<file path="src/rtl/traffic_gen_pkg.sv">
// Shared types and LFSR helpers for the traffic_gen_mc stream generator.
package traffic_gen_pkg;

  typedef enum logic [1:0] {
    MODE_INC   = 2'd0,
    MODE_CONST = 2'd1,
    MODE_LFSR  = 2'd2,
    MODE_WALK  = 2'd3
  } mode_e;

  typedef enum logic [1:0] {
    ST_IDLE = 2'd0,
    ST_SEND = 2'd1,
    ST_GAP  = 2'd2
  } state_e;

  function automatic logic [63:0] lfsr_taps(input int dw);
    case (dw)
      8:       return 64'hB8;
      16:      return 64'hB400;
      32:      return 64'h8020_0003;
      default: return 64'hD800_0000_0000_0000;
    endcase
  endfunction

  // Right-shifting Galois step; callers keep v within dw bits so the result does too.
  function automatic logic [63:0] lfsr_step(input logic [63:0] v, input int dw);
    return v[0] ? ((v >> 1) ^ lfsr_taps(dw)) : (v >> 1);
  endfunction

endpackage

</file>
<file path="src/rtl/tgen_chan_seq.sv">
// One channel's payload register: loads its start value on init, steps on adv.
module tgen_chan_seq
  import traffic_gen_pkg::*;
#(
  parameter int DW = 32,
  parameter int CH = 0
) (
  input  logic          clk,
  input  logic          rst,
  input  logic          init,
  input  logic          adv,
  input  mode_e         mode,
  input  logic [DW-1:0] seed,
  output logic [DW-1:0] data
);

  logic [DW-1:0] data_q, data_d, init_val;

  always_comb begin
    init_val = seed + DW'(CH);
    case (mode)
      MODE_LFSR: begin
        init_val = seed ^ DW'(CH);
        // an all-zero state would lock the LFSR
        if (init_val == '0) init_val = '1;
      end
      MODE_WALK: init_val = DW'(1) << (CH % DW);
      default: ;
    endcase

    data_d = data_q;
    if (init) begin
      data_d = init_val;
    end else if (adv) begin
      case (mode)
        MODE_INC:  data_d = data_q + DW'(1);
        MODE_LFSR: data_d = DW'(lfsr_step(64'(data_q), DW));
        MODE_WALK: data_d = {data_q[DW-2:0], data_q[DW-1]};
        default: ;
      endcase
    end
  end

  always_ff @(posedge clk) begin
    if (rst) data_q <= '0;
    else     data_q <= data_d;
  end

  assign data = data_q;

endmodule

</file>
<file path="src/rtl/traffic_gen_mc.sv">
// Multi-channel round-robin stream traffic generator.
// Optional TGEN_STALL_STATS_EN adds a saturating stall_cnt output.
//
// state | meaning
// IDLE  | no run; waits for start (blocked during the done cycle)
// SEND  | down_valid high, holds the beat until accepted
// GAP   | idle for cfg_gap cycles between beats
module traffic_gen_mc
  import traffic_gen_pkg::*;
#(
  parameter  int DW    = 32,
  parameter  int NCH   = 4,
  parameter  int CNT_W = 16,
  localparam int CW    = (NCH > 1) ? $clog2(NCH) : 1
) (
  input  logic             clk,
  input  logic             rst,
  input  logic             start,
  input  logic             abort,
  input  logic [1:0]       cfg_mode,
  input  logic [CNT_W-1:0] cfg_len,
  input  logic [CNT_W-1:0] cfg_gap,
  input  logic [DW-1:0]    cfg_seed,
  output logic             busy,
  output logic             done,
  output logic             down_valid,
  input  logic             down_ready,
  output logic [DW-1:0]    down_data,
  output logic [CW-1:0]    down_chan,
  output logic             down_last
`ifdef TGEN_STALL_STATS_EN
  ,
  output logic [CNT_W-1:0] stall_cnt
`endif
);

  state_e           state_q, state_d;
  mode_e            mode_q, mode_d, mode_sel;
  logic [CNT_W-1:0] len_q, len_d, gap_q, gap_d;
  logic [CNT_W-1:0] beat_cnt_q, beat_cnt_d, gap_cnt_q, gap_cnt_d;
  logic [CW-1:0]    chan_q, chan_d;
  logic             done_q, done_d, abort_q, abort_d;
  logic             start_acc, xfer, last_beat;
  logic [DW-1:0]    chan_data [NCH];

  assign start_acc = (state_q == ST_IDLE) && !done_q && start;
  assign xfer      = (state_q == ST_SEND) && down_ready;
  assign last_beat = (len_q != '0) && (beat_cnt_q == len_q - CNT_W'(1));
  assign mode_sel  = start_acc ? mode_e'(cfg_mode) : mode_q;

  always_comb begin
    state_d    = state_q;
    mode_d     = mode_q;
    len_d      = len_q;
    gap_d      = gap_q;
    beat_cnt_d = beat_cnt_q;
    gap_cnt_d  = gap_cnt_q;
    chan_d     = chan_q;
    abort_d    = abort_q;
    done_d     = 1'b0;
    case (state_q)
      ST_IDLE: begin
        abort_d = 1'b0;
        if (start_acc) begin
          mode_d     = mode_e'(cfg_mode);
          len_d      = cfg_len;
          gap_d      = cfg_gap;
          beat_cnt_d = '0;
          chan_d     = '0;
          state_d    = ST_SEND;
        end
      end
      ST_SEND: begin
        // abort is remembered so the pending beat still completes
        if (abort) abort_d = 1'b1;
        if (xfer) begin
          beat_cnt_d = beat_cnt_q + CNT_W'(1);
          chan_d     = (chan_q == CW'(NCH - 1)) ? '0 : chan_q + CW'(1);
          if (last_beat || abort || abort_q) begin
            state_d = ST_IDLE;
            done_d  = 1'b1;
          end else if (gap_q != '0) begin
            state_d   = ST_GAP;
            gap_cnt_d = '0;
          end
        end
      end
      ST_GAP: begin
        gap_cnt_d = gap_cnt_q + CNT_W'(1);
        if (abort) begin
          state_d = ST_IDLE;
          done_d  = 1'b1;
        end else if (gap_cnt_q == gap_q - CNT_W'(1)) begin
          state_d = ST_SEND;
        end
      end
      default: state_d = ST_IDLE;
    endcase
  end

  always_ff @(posedge clk) begin
    if (rst) begin
      state_q    <= ST_IDLE;
      mode_q     <= MODE_INC;
      len_q      <= '0;
      gap_q      <= '0;
      beat_cnt_q <= '0;
      gap_cnt_q  <= '0;
      chan_q     <= '0;
      done_q     <= 1'b0;
      abort_q    <= 1'b0;
    end else begin
      state_q    <= state_d;
      mode_q     <= mode_d;
      len_q      <= len_d;
      gap_q      <= gap_d;
      beat_cnt_q <= beat_cnt_d;
      gap_cnt_q  <= gap_cnt_d;
      chan_q     <= chan_d;
      done_q     <= done_d;
      abort_q    <= abort_d;
    end
  end

  for (genvar c = 0; c < NCH; c++) begin : g_chan
    tgen_chan_seq #(.DW(DW), .CH(c)) u_seq (
      .clk  (clk),
      .rst  (rst),
      .init (start_acc),
      .adv  (xfer && (chan_q == CW'(c))),
      .mode (mode_sel),
      .seed (cfg_seed),
      .data (chan_data[c])
    );
  end

  // busy covers the done cycle so a start arriving with done is dropped
  assign busy       = (state_q != ST_IDLE) || done_q;
  assign done       = done_q;
  assign down_valid = (state_q == ST_SEND);
  assign down_data  = chan_data[chan_q];
  assign down_chan  = chan_q;
  assign down_last  = (state_q == ST_SEND) && last_beat;

`ifdef TGEN_STALL_STATS_EN
  logic [CNT_W-1:0] stall_q;

  always_ff @(posedge clk) begin
    if (rst || start_acc)
      stall_q <= '0;
    else if ((state_q == ST_SEND) && !down_ready && (stall_q != '1))
      stall_q <= stall_q + CNT_W'(1);
  end

  assign stall_cnt = stall_q;
`endif

endmodule

</file>
<file path="config.mk">
export PLATFORM = sky130hd
export DESIGN_NAME = traffic_gen_mc
export DESIGN_NICKNAME = d
export VERILOG_FILES = /design/src/rtl/traffic_gen_pkg.sv /design/src/rtl/tgen_chan_seq.sv /design/src/rtl/traffic_gen_mc.sv
export SDC_FILE = /design/constraint.sdc
export NUM_CORES = 1
export LEC_CHECK = 0
export ABC_AREA = 1
export ABC_CLOCK_PERIOD_IN_PS = 2100
export BUFFER_PORTS_ARGS = -buffer_cell sky130_fd_sc_hd__buf_2
export CORE_AREA = 10 10 251 277
export CTS_CLUSTER_SIZE = 25
export DETAILED_ROUTE_END_ITERATION = 16
export DIE_AREA = 0 0 261 287
export HOLD_SLACK_MARGIN = 0.1
export PLACE_DENSITY = 0.54
export SETUP_SLACK_MARGIN = 0.3
export SYNTH_ARGS = -nofsm -noshare
export SYNTH_HDL_FRONTEND = slang
export SYNTH_SLANG_ARGS = --single-unit
</file>
<file path="constraint.sdc">
create_clock -name clk -period 2.1 [get_ports clk]
set_input_delay 0 -clock clk [delete_from_list [all_inputs] [get_ports clk]]
set_output_delay 0 -clock clk [all_outputs]
set_load 0.01 [all_outputs]
</file>
==> results.txt <==
----------------------------------------------------
[Outcome]
  Run status ... finished, violations left
  Violated checks ... negative setup slack

[Clocking]
  Clock buffers created by TritonCTS ... 17
  Level count of the clock H-tree ... 4
  Root Buffer Master ... clkbuf_16
  Worst skew pair latency ... 510 ps
  Maximum buffer depth of the clock tree ... 2
  Clock tree from TritonCTS ... done
  Clock Sink Count ... 200
  Clock transition at the registers of the reported paths ... 90 ps

[Synth]
  Simple logic cell fraction of the synthesized area ... 0.344
  Area of the mapped netlist ... 18900 um2
  Synth Warn # ... 0
  Synth Area in Compound Gates ... 0.239
  Synth Area per Inst ... 5.81 um2
  Main combinational cell family by area after synthesis ... simple AND/OR/NAND/NOR gates
  Post-Syn Instances ... 3260
  Number of synthesized register bits ... 200
  Register area share after synthesis ... 0.211
  Adder-cell share of the synthesized area ... 0.0165
  Synthesized-area fraction occupied by xor and xnor cells ... 0.0712
  Yosys cell types ... 51
  Post-synth net total ... 3356
  Fraction of registers with async set or reset after synthesis ... 0
  Mux cell area share after synthesis ... 0
  Number of flops mapped to enable cells by yosys ... 0
  Most used flip-flop cell after synthesis ... dfxtp_1

[Pwr]
  Final Power ... 0.0295 W
  Power per Cell Area ... 1100 nW/um2
  Static leakage ... 11.2 nW
  Peak supply drop ... 0.790 mV

[Timing]
  Number of hold violations in the final report ... 0
  Final worst path period need ... 2320 ps
  Final setup violation count ... 129
  Min Hold Slack ... 126 ps
  Post-route setup slack ... -216 ps
  FMAX ... 0.432 GHz
  Maximum clock skew at final layout ... 14.2 ps
  Normalized max-slew margin ... 0.523
  Final worst path period share ... 1.10
  Number of max-slew violations in the final report ... 0
  Worst-margin pin slew ... 715 ps
  Setup repair after global routing missed its margin ... true

[Setup path]
  Cell-by-cell trace of the critical path ... inv_2 -> ha_4 -> nand3_4 -> nand2_2 -> o21ai_4 -> inv_4 -> buf_6 -> buf_6 -> o21ai_0 -> o211ai_1 -> buf_4 -> nand3_2 -> a21oi_2
  Kind of capture point of the worst setup path ... flip-flop
  Highest cell delay on the worst timing path ... 360 ps
  Critical path type ... reg2reg
  Kind of cell adding the most delay to the critical path ... buffers and inverters
  Critical path data arrival time ... 2750 ps
  Sort of element at the start of the critical path ... flip-flop
  CP max-delay cell ... o211ai_1
  Buffering stage count on the worst path with inverters included ... 5
  Most used cell, CP ... buf_6
  Max FO, Critical Path ... 14
  Worst EP required ... 2530 ps

[Finish]
  Syn-to-layout area delta ... 41.3%
  Total Nets Final ... 3888
  Fraction of layout instances using a drive strength above 1 ... 0.256
  Utilization after layout ... 0.422

[Hold path]
  Path type of the worst min-delay path ... in2reg

[Drt]
  Via density per instance ... 5.52
  Iteration-0 DRC count of the detailed router ... 2486
  # DRC ... 0
  Residual antenna-violating net count after detailed routing ... 0
  Detailed-routed wire length on met3 ... 7880 um
  Top layer reached by signal wires ... met5
  Total number of vias ... 25700
  DRT Wirelength ... 104000 um
  Amount of wire on met2 after detailed routing ... 46700 um
  WL/cell ... 22.4 um
  Wl on met1 ... 41800 um
  Number of optimization iterations in the first detailed-route pass ... 6

[Global routing]
  First-pass GRT wire length ... 153000 um
  Leftover overflow at the end of global routing ... 0
  GRT Total Usage ... 0.269
  Antenna violations before repair ... 2
  Maximum number of pins on one net before global-route repair ... 71
  Via count of the first global-routing pass ... 24100

[Die]
  Floorplan core area ... 63500 um2
  I/O pins ... 109
  Cell Rows ... 97
  Initial Util ... 0.298
  Overall die area ... 74900 um2
  Height of the chip ... 287 um
  Floorplan die width ... 261 um

[Job]
  Max-cap violations ... 0

[Place]
  Number of buffer cells added on primary ports ... 108
  Weighted congestion at the end of routability-driven global placement ... 1.03
  Half-perimeter wire length after detailed placement ... 80100 um

----------------------------------------------------
worst register-to-register path, cell delays in order, from the launching register on:
cell and delay (ps):
dfxtp_2 330, inv_2 70, ha_4 150, nand3_4 160, nand2_2 140, o21ai_4 70
inv_4 80, buf_6 200, buf_6 210, o21ai_0 110, o211ai_1 360, buf_4 200
nand3_2 60, a21oi_2 110
metrics by stage:
step,setup TNS [ps],area [um2],setup slack (ps),std cells
finish,-10520,26800,-216,4647
global route,-27040,26800,-296,4646
CTS,-8110,26200,-174,4637
detailed placement,-11380,24300,-349,4546
global placement,-8520,24300,-329,4546
floorplan,0,19200,45.1,3260
cell type report:
class,instances,area [um2]
Timing Repair Buffer,727,6000
Fill cell,6889,36700
Tap cell,841,1050
Multi-Input combinational cell,2497,13700
Sequential cell,200,4040
Inverter,349,1340
Antenna cell,1,2.50
Clock inverter,10,138
Clock buffer,22,464
Yosys cell counts (42+ instances only):
library cell	instances	area share
nand3_1	282	0.075
nor3_1	82	0.022
a21oi_1	315	0.083
a221oi_1	42	0.019
nand2_1	757	0.15
o21ai_0	249	0.066
dfxtp_1	200	0.21
nor2_1	289	0.057
xor2_1	133	0.061
inv_1	336	0.067
nand4_1	60	0.020
clkbuf_1	154	0.031
timing repair:
action                                  4_1_cts  5_1_grt
setup buffers                                10        6
gates cloned                                  6        3
pin swaps                                    32       38
hold endpoints to repair                     97        0
resized for setup                           184      124
hold buffers                                 43        0
endpoints found under the setup margin      198      216
report_power, final:
part           internal [W]  switching (W)  leakage (nW)
Clock               0.00185        0.00175         0.287
Combinational       0.00772         0.0122          9.24
Sequential          0.00479        0.00118          1.64
Total                0.0144         0.0151          11.2
state kept, by name, summed over array words and instances (netlist names):
signal,flops
state_q,2
len_q,16
abort_q,1
gap_cnt_q,16
beat_cnt_q,16
done,1
gap_q,16
mode_q,2
down_chan,2
g_chan.u_seq.data,128
per-layer routing:
metal | GRT usage | vias up
li1 | - | 12100
met1 | 0.327 | 12000
met2 | 0.429 | 1247
met3 | 0.0442 | 310
met4 | 0.182 | 4
met5 | 0 | -
final timing paths:
check,from,to,slack (ps),cells after the start
hold reg to reg,down_chan[1]$_SDFFE_PP0P_,down_chan[1]$_SDFFE_PP0P_,490,2
setup / recovery,state_q[1]$_SDFFE_PP0P_,g_chan[2].u_seq.data[10]$_SDFFE_PP0P_,-220,13
setup reg to reg,state_q[1]$_SDFFE_PP0P_,g_chan[2].u_seq.data[10]$_SDFFE_PP0P_,-220,13
hold / removal,cfg_seed[18],g_chan[0].u_seq.data[18]$_SDFFE_PP0P_,130,4
layout by cell type (no fill, tap or decap), types with 22 or more instances in the layout:
| cell | netlist | routed |
|---|---|---|
| buf_12 | 0 | 30 |
| buf_4 | 3 | 504 |
| nor2_1 | 289 | 256 |
| nand4_1 | 60 | 60 |
| o22ai_1 | 29 | 28 |
| nor3_1 | 82 | 76 |
| a221oi_1 | 42 | 35 |
| dfxtp_1 | 200 | 185 |
| dlygate4sd3_1 | 0 | 43 |
| inv_2 | 11 | 26 |
| o21ai_1 | 24 | 40 |
| inv_1 | 336 | 314 |
| o211ai_1 | 39 | 39 |
| buf_6 | 6 | 31 |
| nand3_1 | 282 | 241 |
| nand3_2 | 2 | 37 |
| a31oi_1 | 24 | 22 |
| o21ai_0 | 249 | 206 |
| buf_2 | 40 | 107 |
| a21oi_2 | 0 | 22 |
| o21ai_2 | 1 | 24 |
| a21oi_1 | 315 | 292 |
| xor2_1 | 133 | 129 |
| nor2_2 | 5 | 22 |
| nand2_1 | 757 | 733 |
cells by family (layout without fill, tap and decap cells):
| family | Yosys count | count (layout) |
|---|---|---|
| fa+ha+maj | 25 | 25 |
| simple gates | 1526 | 1527 |
| other cells | 0 | 1 |
| buf+inv | 564 | 1108 |
| flops | 200 | 200 |
| compound gates | 791 | 791 |
| xor+xnor | 154 | 154 |
Note: power is estimated with default switching activity, not from simulation.
